===== src/rtl/core_fetch_queue.sv =====
// rtl/core_fetch_queue.sv - DEPTH-entry instruction prefetch queue with pipelined bus reads
module core_fetch_queue #(
    parameter int XLEN  = 32,
    parameter int DEPTH = 4
) (
    input  logic                       clk,
    input  logic                       rst_n,
    input  logic [XLEN-1:0]            i_boot_addr,
    input  logic                       i_redirect,
    input  logic [XLEN-1:0]            i_redirect_pc,
    output logic                       o_valid,
    input  logic                       i_ready,
    output logic [XLEN-1:0]            o_pc,
    output logic [XLEN-1:0]            o_next_pc,
    output logic [31:0]                o_instr,
    output logic [$clog2(DEPTH+1)-1:0] o_count,
    output logic                       o_rd_req,
    output logic [XLEN-1:0]            o_rd_addr,
    input  logic                       i_rd_gnt,
    input  logic [31:0]                i_rd_data
);

    localparam int CW    = $clog2(DEPTH + 1);
    localparam int PW    = $clog2(DEPTH);
    localparam int OCC_W = CW + 1;

    typedef enum logic {S_BOOT, S_RUN} state_e;

    state_e            state_q, state_d;
    logic [CW-1:0]     count_q, count_d;
    logic [PW-1:0]     rd_ptr_q, rd_ptr_d;
    logic [PW-1:0]     wr_ptr_q, wr_ptr_d;
    logic              inflight_q, inflight_d;
    logic [XLEN-1:0]   inflight_pc_q, inflight_pc_d;
    logic [XLEN-1:0]   fpc_q, fpc_d;
    logic [XLEN-1:0]   pc_mem_q [DEPTH];
    logic [31:0]       instr_mem_q [DEPTH];

    logic              rd_req;
    logic              accept;
    logic              push;
    logic              pop;
    logic [OCC_W-1:0]  occupancy;

    // An in-flight read already owns a slot, so requests stop one entry early.
    assign occupancy = OCC_W'(count_q) + OCC_W'(inflight_q);

    always_comb begin
        state_d       = state_q;
        count_d       = count_q;
        rd_ptr_d      = rd_ptr_q;
        wr_ptr_d      = wr_ptr_q;
        inflight_d    = inflight_q;
        inflight_pc_d = inflight_pc_q;
        fpc_d         = fpc_q;
        rd_req        = 1'b0;
        accept        = 1'b0;
        push          = 1'b0;
        pop           = 1'b0;
        unique case (state_q)
            S_BOOT: begin
                fpc_d   = i_boot_addr & ~XLEN'(3);
                state_d = S_RUN;
            end
            S_RUN: begin
                rd_req = ~i_redirect && (occupancy < OCC_W'(DEPTH));
                accept = rd_req & i_rd_gnt;
                if (i_redirect) begin
                    count_d    = '0;
                    rd_ptr_d   = '0;
                    wr_ptr_d   = '0;
                    inflight_d = 1'b0;
                    fpc_d      = i_redirect_pc & ~XLEN'(3);
                end else begin
                    push       = inflight_q;
                    pop        = (count_q != '0) & i_ready;
                    inflight_d = accept;
                    if (accept) begin
                        fpc_d         = fpc_q + XLEN'(4);
                        inflight_pc_d = fpc_q;
                    end
                    if (push) wr_ptr_d = wr_ptr_q + PW'(1);
                    if (pop)  rd_ptr_d = rd_ptr_q + PW'(1);
                    count_d = count_q + CW'(push) - CW'(pop);
                end
            end
            default: state_d = S_BOOT;
        endcase
    end

    always_ff @(posedge clk or negedge rst_n) begin
        if (!rst_n) begin
            state_q       <= S_BOOT;
            count_q       <= '0;
            rd_ptr_q      <= '0;
            wr_ptr_q      <= '0;
            inflight_q    <= 1'b0;
            inflight_pc_q <= '0;
            fpc_q         <= '0;
            for (int i = 0; i < DEPTH; i++) begin
                pc_mem_q[i]    <= '0;
                instr_mem_q[i] <= '0;
            end
        end else begin
            state_q       <= state_d;
            count_q       <= count_d;
            rd_ptr_q      <= rd_ptr_d;
            wr_ptr_q      <= wr_ptr_d;
            inflight_q    <= inflight_d;
            inflight_pc_q <= inflight_pc_d;
            fpc_q         <= fpc_d;
            if (push) begin
                pc_mem_q[wr_ptr_q]    <= inflight_pc_q;
                instr_mem_q[wr_ptr_q] <= i_rd_data;
            end
        end
    end

    // Head is read straight from storage; no bypass from the returning read.
    assign o_valid   = (count_q != '0);
    assign o_pc      = pc_mem_q[rd_ptr_q];
    assign o_instr   = instr_mem_q[rd_ptr_q];
    assign o_next_pc = o_pc + XLEN'(4);
    assign o_count   = count_q;
    assign o_rd_req  = rd_req;
    assign o_rd_addr = fpc_q;

endmodule


===== config.mk =====
export PLATFORM = sky130hd
export DESIGN_NAME = core_fetch_queue
export DESIGN_NICKNAME = d
export VERILOG_FILES = /design/src/rtl/core_fetch_queue.sv
export SDC_FILE = /design/constraint.sdc
export NUM_CORES = 1
export LEC_CHECK = 0
export ABC_CLOCK_PERIOD_IN_PS = 3700
export CAP_MARGIN = 20
export CORE_MARGIN = 5
export CORE_UTILIZATION = 45
export DETAILED_ROUTE_END_ITERATION = 10
export PLACE_DENSITY_LB_ADDON = 0.25
export SLEW_MARGIN = 20
export SYNTH_ARGS = -nofsm -noshare
export SYNTH_HDL_FRONTEND = slang
export SYNTH_SLANG_ARGS = --single-unit

===== constraint.sdc =====
create_clock -name clk -period 3.7 [get_ports clk]
set_input_delay 0.74 -clock clk [delete_from_list [all_inputs] [get_ports clk]]
set_output_delay 0.74 -clock clk [all_outputs]
set_load 0.03 [all_outputs]

After elaboration in Yosys (flattened, before gate mapping)
Cells that the tools add are included.
{ "totals": {"n_memories": 0, "latch_bits": 0, "elab_cells": 63, "ram_bits": 0, "regBits": 329, "romBits": 0} }
{ "classes": {"order_cmp": 4, "n_reduce_logical": 8, "bitwise": 6, "add_sub_neg": 7, "mux": 22, "div_mod_pow": 0, "n_mul": 0, "shift": 0, "eq_ne": 1} }
{ "op_table": {"columns": ["operator", "n"], "rows": [
  ["bitwise mux 128 bit", 2],
  ["2-to-1 mux 32 bit", 7],
  ["binary-select mux 32 bit (select 2 bit)", 2],
  ["adder 32 x 3 -> 32 bit, second input constant", 2],
  ["demux 32 bit (select 2 bit)", 1],
  ["one-hot mux 32 bit (2 select lines)", 1],
  ["2-to-1 mux 2 bit", 4],
  [">= comparator 3 bit, second input constant", 2],
  ["inverter 2 -> 3 bit", 2],
  ["adder 2 x 1 -> 2 bit, second input constant", 2],
  ["adder 3 x 1 -> 4 bit", 1],
  ["less-than comparator 4 x 3 -> 1 bit, second input constant", 1],
  ["2-to-1 mux 1 bit", 4],
  ["AND reduction 2 bit", 2],
  ["nonzero test 2 bit", 2],
  ["adder 3 x 1 -> 3 bit", 1],
  ["less-than comparator 3 x 1 -> 1 bit, second input constant", 1],
  ["2-to-1 mux 3 bit", 1],
  ["!= test 3 x 2 -> 1 bit, second input constant", 1],
  ["AND reduction 3 bit", 1],
  ["nonzero test 3 bit", 1],
  ["subtractor 3 x 1 -> 3 bit", 1],
  ["AND 1 bit", 2],
  ["logical AND 1 bit", 2],
  ["inverter 1 bit", 2]
]} }

Logic depth before layout (Yosys ltp)
{ "depth": {"depth_word": 7, "depth_mapped": 9} }

Worst setup path before layout
OpenSTA, ideal clock, no wires.
{ "synth_timing": {"kind": "register to output", "start": "register rd_ptr_q[0]", "end": "output o_next_pc[16]", "required_ps": 2960, "path_stages_with_launch": 10, "path_buffers": 2, "path_slack_ps": 177, "arrival_time_ps": 2783, "cell_sequence": "dfrtp_1 > buf_6 > mux4_1 > ha_1 > and3_1 > clkbuf_1 > and3_1 > nand2b_1 > nor2_1 > xor2_1"} }
{ "synth_via": {"elab_chain_cells": 5} }
{ "synth_rtl": {"columns": ["element", "line", "source"], "rows": [
  ["from (decl)", "31", "logic [PW-1:0] rd_ptr_q, rd_ptr_d;"],
  ["from (signal assigned)", "107", "rd_ptr_q <= rd_ptr_d;"],
  ["inverter 2 -> 3 bit (implied by the code)", "121", "assign o_pc = pc_mem_q[rd_ptr_q];"],
  ["binary-select mux 32 bit (select 2 bit)", "121", null],
  ["2-to-1 mux 32 bit (implied by the code) (2 in series)", "121", null],
  ["via o_pc[2]", "13", "output logic [XLEN-1:0] o_pc,"],
  ["adder 32 x 3 -> 32 bit", "123", "assign o_next_pc = o_pc + XLEN'(4);"],
  ["to (decl)", "14", "output logic [XLEN-1:0] o_next_pc,"]
]} }
The timed path passes the listed nets, and every way through them passes these cells. The select of a mux whose other input is x is not followed.

Worst setup path in the final report
{ "layout_timing": {"start": "register rd_ptr_q[0]", "end": "output o_next_pc[21]"} }
{ "layout_via": {"elab_chain_cells": 5} }
{ "layout_rtl": {"columns": ["element", "line"], "rows": [
  ["inverter 2 -> 3 bit (implied by the code)", "121"],
  ["binary-select mux 32 bit (select 2 bit)", "121"],
  ["2-to-1 mux 32 bit (implied by the code) (2 in series)", "121"],
  ["adder 32 x 3 -> 32 bit", "123"]
]} }
Every way passes these cells. The select of a mux whose other input is x is not followed.

==> impl_metrics.ini <==
[status]
status = finished clean

[hold_path]
worstHoldPathType = in2async

[power]
p_total_mw = 15.78
p_leak_nw = 8.699
vdd_drop_max_v = 0.0005559
cellPowerDensity_nw_per_um2 = 816.2

[job]
max-cap-violations = 0

[die]
pin_count = 234
rows = 67
die_area_sq_um = 37180
initial_core_util_pct = 45.19
dieWidth_um = 192.8
core_sq_um = 33280
die_h_um = 192.8

[detailed_routing]
wl_per_cell_um = 21.33
via_per_inst = 5.504
vias = 9934
wl_met1_um = 16170
routed_wirelength_um = 38510
drc = 0
wl_met3_um = 3034
antenna_left = 0
dr.pass1.iters = 4
met2_wirelength_um = 18390
drt_iter0_drc = 502
dr.max_layer_used = met5

[cells_and_area]
nFillCells = 2702
instances_no_fill = 1805
antenna_cells = 0
final_cell_mix = dfrtp_1, mux2_2, clkdlybuf4s50_1
area_growth_pct = 28.56
layout_commonest_cell = dfrtp_1
final_nets = 1447
drive_gt1_share_pct = 37.80

[sta]
layout_min_cycle_time_ns = 3.577
slew_headroom_pct = 42.18
drv_slew = 0
fin_ws_ns = 0.1232
worst-slew-pin-transition_ns = 0.8674
fmax_mhz = 279.6
finalSetupViolCount = 0
min_period_over_period_pct = 96.67
finClkSkew_ns = 0.009749
holdWs_ns = 0.2710
finalHoldViolCount = 0
tns_ns = 0

[setup_path]
r2r-end = o_rd_addr[30]
worstSetupEndpointType = primary output
critPathLaunchType = flop
cp.arrival_ns = 2.84
r2r_cells = 7
critPathBufInv = 4
crit_type = reg2out
slowest_delay_ns = 0.55
worstPathMaxFanout = 13
reg2reg_slack_ns = 1.04
critPathRequiredTime_ns = 2.96
reg2reg_from = o_count[1]
path_cells = buf_12 -> mux4_2 -> nand4_4 -> nor4b_4 -> buf_6 -> buf_4 -> nand4_1 -> xnor2_1 -> buf_4
cpMaxStageDelayCell = dfrtp_4
critPathTopFamily = buffers and inverters
cp_common_cell = buf_4

[synth]
synth_xor_area_share_pct = 2.679
synth-simple-area-share_pct = 6.306
synth_top_family_by_area = multiplexers
synthAdderAreaFrac_pct = 0.8818
synth_compound_area_share_pct = 3.985
syn-cell-area_sq_um = 15040
synthMuxAreaShare_pct = 30.72
ys_seq_area_share_pct = 52.74
ys_seq_elements = 317
ys.flop_type = dfrtp_1
async_flop_share_pct = 100.0
ys_types = 59
synthCells = 1066
yosysWarnings = 0
synth-edff-count = 0
syn_avg_cell_area_sq_um = 14.11

[placed_design]
io_buffers = 223
place_worst_setup_slack_ns = 0.2791
dp.cells = 1715
gp_congestion = 0.7880
place.detailed.hpwl_um = 25510

[global_routing]
grt_pass1_vias = 10460
grt_pass1_wl_um = 60180
grt_max_degree = 106
grtUsageTotal_pct = 20.85
grt-ovfl-total = 0
antenna_found_initial = 3

[clock_network]
hold_buffers = 0
cts_root_buffer = clkbuf_16
cts_buffers = 36
insertion_delay_ns = 0.50
cts.htree.levels = 2
path_clk_slew_ns = 0.05
clockBufferDepth = 3
clock-sinks = 317
cts_tree = done
==> worst register-to-register path, cell delays in order (launching register included) <==
cell     delay (ns)
dfrtp_1        0.46
ha_1           0.25
o211a_1        0.20
o22ai_1        0.39
a21o_1         0.76
nand3_1        0.21
xor2_1         0.19
o21ai_0        0.13
==> registers in the layout, indices dropped and copies added (netlist names) <==
name and cells:
pc_mem_q 120, inflight_pc_q 30, o_count 3, instr_mem_q 128, o_rd_addr 30, wr_ptr_q 2, rd_ptr_q 2, state_q 1
inflight_q 1
==> routing by layer <==
metal | up-vias | GRT usage, %
li1 | 4484 | -
met1 | 5118 | 27.52
met2 | 256 | 33.69
met3 | 70 | 6.440
met4 | 6 | 5.485
met5 | - | 0
==> through the flow <==
step | area (sq um) | util [%]
global route | 19340 | 58.10
detailed placement | 17960 | 53.96
CTS | 19140 | 57.52
global placement | 17960 | 53.96
floorplan | 15060 | -
finish | 19340 | 58.10
==> cells in the mapped netlist, drive strengths merged (2+ instances only) <==
cell type	instances	share of area, %
dfrtp	317	53
mux2	276	21
mux4	62	9.5
clkbuf	42	1.1
a21oi	35	1.2
nand2	35	0.87
o21ai	32	1.1
nand3	29	1.0
nor2	26	0.65
xnor2	26	1.5
buf	25	1.1
xor2	20	1.2
and3	17	0.71
nand4	17	1.1
inv	16	0.40
nor3	15	0.72
ha	9	0.75
mux2i	9	0.60
o22ai	9	0.37
a31oi	4	0.17
o2bb2ai	4	0.23
a21o	3	0.15
and2	3	0.12
and4	3	0.17
nor4	3	0.32
a21boi	2	0.10
a22o	2	0.12
a22oi	2	0.10
a311oi	2	0.12
conb	2	0.050
nand2b	2	0.083
nor4b	2	0.22
o211ai	2	0.10
or2	2	0.083
or3	2	0.083
==> power by group <==
| part | switching (mW) | internal, mW | leakage (nW) |
|---|---|---|---|
| Combinational | 3.56 | 3.51 | 4.08 |
| Sequential | 0.786 | 4.67 | 4.11 |
| Clock | 1.32 | 1.93 | 0.517 |
==> worst max path at each step <==
| stage | end | startpoint | cells after the start |
|---|---|---|---|
| 6_report | o_next_pc[21] | rd_ptr_q[0] | 9 |
| 5_1_grt | o_next_pc[31] | rd_ptr_q[0] | 8 |
| 4_1_cts | o_next_pc[31] | rd_ptr_q[0] | 8 |
| 3_5_place_dp | o_next_pc[31] | rd_ptr_q[1] | 7 |
| 3_3_place_gp | o_next_pc[31] | rd_ptr_q[1] | 7 |
| 2_1_floorplan | o_next_pc[16] | rd_ptr_q[0] | 9 |
==> cells by family after synthesis <==
| family | Yosys count |
|---|---|
| adders and majority gates | 10 |
| DFF | 317 |
| and+or+nand+nor | 159 |
| buffers and inverters | 83 |
| xor gates and xnor gates | 46 |
| AOI/OAI and AO/OA | 102 |
| muxes | 347 |
| other | 2 |
==> layout make-up <==
type / count / area [sq um] / share of cell area, %
Inverter: 16 / 60.06 / 0.3106
Sequential cell: 317 / 7940 / 41.06
Timing Repair Buffer: 294 / 2907 / 15.03
Clock inverter: 2 / 10.01 / 0.05177
Multi-Input combinational cell: 671 / 6808 / 35.21
Clock buffer: 57 / 1051 / 5.436
Tap cell: 448 / 560.5 / 2.899
==> timing repair <==
| action | CTS | global route |
|---|---|---|
| setup endpoints to repair | 48 | 8 |
| gates resized for setup | 13 | 8 |
| pin swaps | 3 | 4 |
| endpoints found under the hold margin | 0 | 0 |
| buffers inserted | 10 | 21 |
Note: power is estimated with default switching activity, not from simulation.
==> RTL edit, RTL diff (config.mk and constraints unchanged) <==
Register the output `o_count` once more, without a reset; this adds one clock of latency there. The other outputs are not delayed to match.
--- a/src/rtl/core_fetch_queue.sv
+++ b/src/rtl/core_fetch_queue.sv
@@ -121,7 +121,9 @@
     assign o_pc      = pc_mem_q[rd_ptr_q];
     assign o_instr   = instr_mem_q[rd_ptr_q];
     assign o_next_pc = o_pc + XLEN'(4);
-    assign o_count   = count_q;
+    always_ff @(posedge clk) begin
+        o_count <= count_q;
+    end
     assign o_rd_req  = rd_req;
     assign o_rd_addr = fpc_q;
 
Function: changed (a bounded check fails within 4 cycles, from zero or initial values and one cycle with rst_n low).
==> RTL edit against the original RTL <==
  * Sequential cell count increased by 3
  * Cell area decreased by 0.39%
  * First-iteration DRC count down 1.4%
  * Clock skew rose by 4.6 ps
  * Wire length up 1.3%
  * Combinational power down 2%
  * Area after synthesis increased by 0.40%
  * Setup slack lost 96 ps
  * Synthesized cell count up 0.28%
  * Largest cell class unchanged
  * Largest power group unchanged
  * Total power fell by 0.38%
  * Non-clock buffer count shrank 11
  * Via count is 0.92% higher
==> RTL edit: results (changes against the original RTL) <==
status=finished, final reports clean; TritonRoute pass-1 iters=4 (unchanged); Slowest-stage cell, CP=dfrtp_4; synth unique cells=60 (+1.7%); crit-path max cell delay=550 ps (about the same); worst vdd ir=0.4544 mV (-18%); vias in the first global route=10630 (+1.7%); Seq/Total Area, Yosys=0.5293 (+0.001880); fraction of final layout cells with drive strength greater than 1=0.3719 (-0.006188); Clock transition at path regs=60 ps; Clock Skew=14.36 ps (+4.609 ps); worst r2r src=count_q[1]$_DFFE_PN0P_; initial antenna violation count=4 (+1); largest net degree at the start of global routing=90 (-15%); CTS max path bufs=3 (unchanged); Placed Cells=1711 (-0.23%); Worst Hold Slack=155.2 ps (-115.8 ps); HPWL after detailed placement=25980 um (+1.8%); worst-path fanout max=6 (-7); Syn. warnings=0 (unchanged); Inserted Clock Buffers=36 (unchanged); number of non-filler instances in the completed layout=1799 (-0.33%); Final nets=1439 (-0.55%); Gate Count Post-Synth=1069 (+0.28%); Worst-Skew Late Latency=510 ps; first-pass GRT wire length=60910 um (+1.2%); r2r worst-path depth=7 (unchanged); Regs by FF count=instr_mem_q: 128 flops, pc_mem_q: 120 flops; RR Endpoint=o_rd_addr[15]$_DFFE_PN0P_; flop2flop setup slack=960 ps (-80 ps); Final GP Congestion=0.7961 (+1.0%); Starting DRT DRC Count=495 (-1.4%); Synth area leaders=dfrtp_1, mux2_2, mux4_2; Arr. time, crit path=2930 ps (+90 ps); leakage=0.008675 uW (-0.27%); Port Buf Inserts=223 (unchanged); FFs w/ async S/R, synth=0.9906 (-0.009375); H-tree depth=2 (unchanged); worst-margin pin slew=905.1 ps (+37.72 ps); HP Class=input pin to async pin; drt wl/cell=21.69 um (+1.7%); GR Util All Layers=0.2089 (+0.0004193); via/cell ratio=5.573 (+1.3%); clock root buffer=clkbuf_16; CP startpoint=rd_ptr_q[0]$_DFFE_PN0P_; synth cell count leaders=dfrtp_1, mux2_2, mux4_2
==> RTL edit: changes by cell type after synthesis, sizes merged <==
| cell | before | now |
|---|---|---|
| buf | 25 | 24 |
| clkbuf | 42 | 43 |
| dfxtp | 0 | 3 |
==> RTL edit: report_power, final <==
part           switching, uW  internal (uW)  leakage, uW
clock network           1350           1930     0.000522
registers                823           4720      0.00413
logic                   3480           3420      0.00402
==> RTL edit: stage by stage <==
stage	area (um^2)	setup TNS (ps)	util	worst slack [ps]	power (uW)
after global routing	19260	-142.0	0.5773	-91.27	16560
after detailed placement	17940	0	0.5376	104.4	12300
final	19260	0	0.5773	26.76	15720
after floorplan	15120	0	-	176.5	9748
after CTS	19090	0	0.5721	4.201	15770
after global placement	17940	0	0.5376	124.6	12130
==> RTL edit: routing by layer <==
layer,up-vias,part of all wire,track usage
li1,4459,-,-
met1,5250,0.41,0.2738
met2,262,0.51,0.3595
met3,48,0.063,0.04735
met4,6,0.014,0.04493
met5,-,0.0010,0
==> RTL edit: repair_timing <==
action,CTS,global route
hold buffers,0,0
cloned,0,0
setup buffers,9,19
resized for setup,14,10
setup endpoints to repair,55,12
pin swaps,3,9
==> RTL edit: cell type report <==
class                      instances  area, um^2
inverter                          16       60.06
sequential                       320        8000
tap                              448       560.5
timing repair buffer             283        2779
antenna                            1       2.502
multi-input combinational        671        6783
clock inverter                     6       35.03
clock buffer                      54        1040
fill                            2742       14100
==> RTL edit: worst max-delay path by stage <==
stage,end,slack [ps],cells after the start
4_1_cts,o_next_pc[31],4,8
2_1_floorplan,o_next_pc[16],180,9
3_3_place_gp,o_next_pc[31],120,6
3_5_place_dp,o_next_pc[31],100,6
6_report,o_next_pc[31],30,8
5_1_grt,o_next_pc[31],-90,8
==> RTL edit: critical path: cells and delay by family, from the launching register on <==
kind	cells	cell delay, ps
XOR/XNOR	1	230
buffers and inverters	3	530
flip-flops	1	550
multiplexers	1	410
AND/OR/NAND/NOR	3	690
==> RTL edit: cells by family after synthesis <==
group | count (synthesis) | share of synthesized area
flops | 320 | 0.5293
mux | 347 | 0.3060
xor+xnor | 46 | 0.02668
fa+ha+maj | 10 | 0.008783
other cells | 2 | 0.0004973
compound gates | 102 | 0.03969
simple gates | 159 | 0.06281
buf+inv | 83 | 0.02626
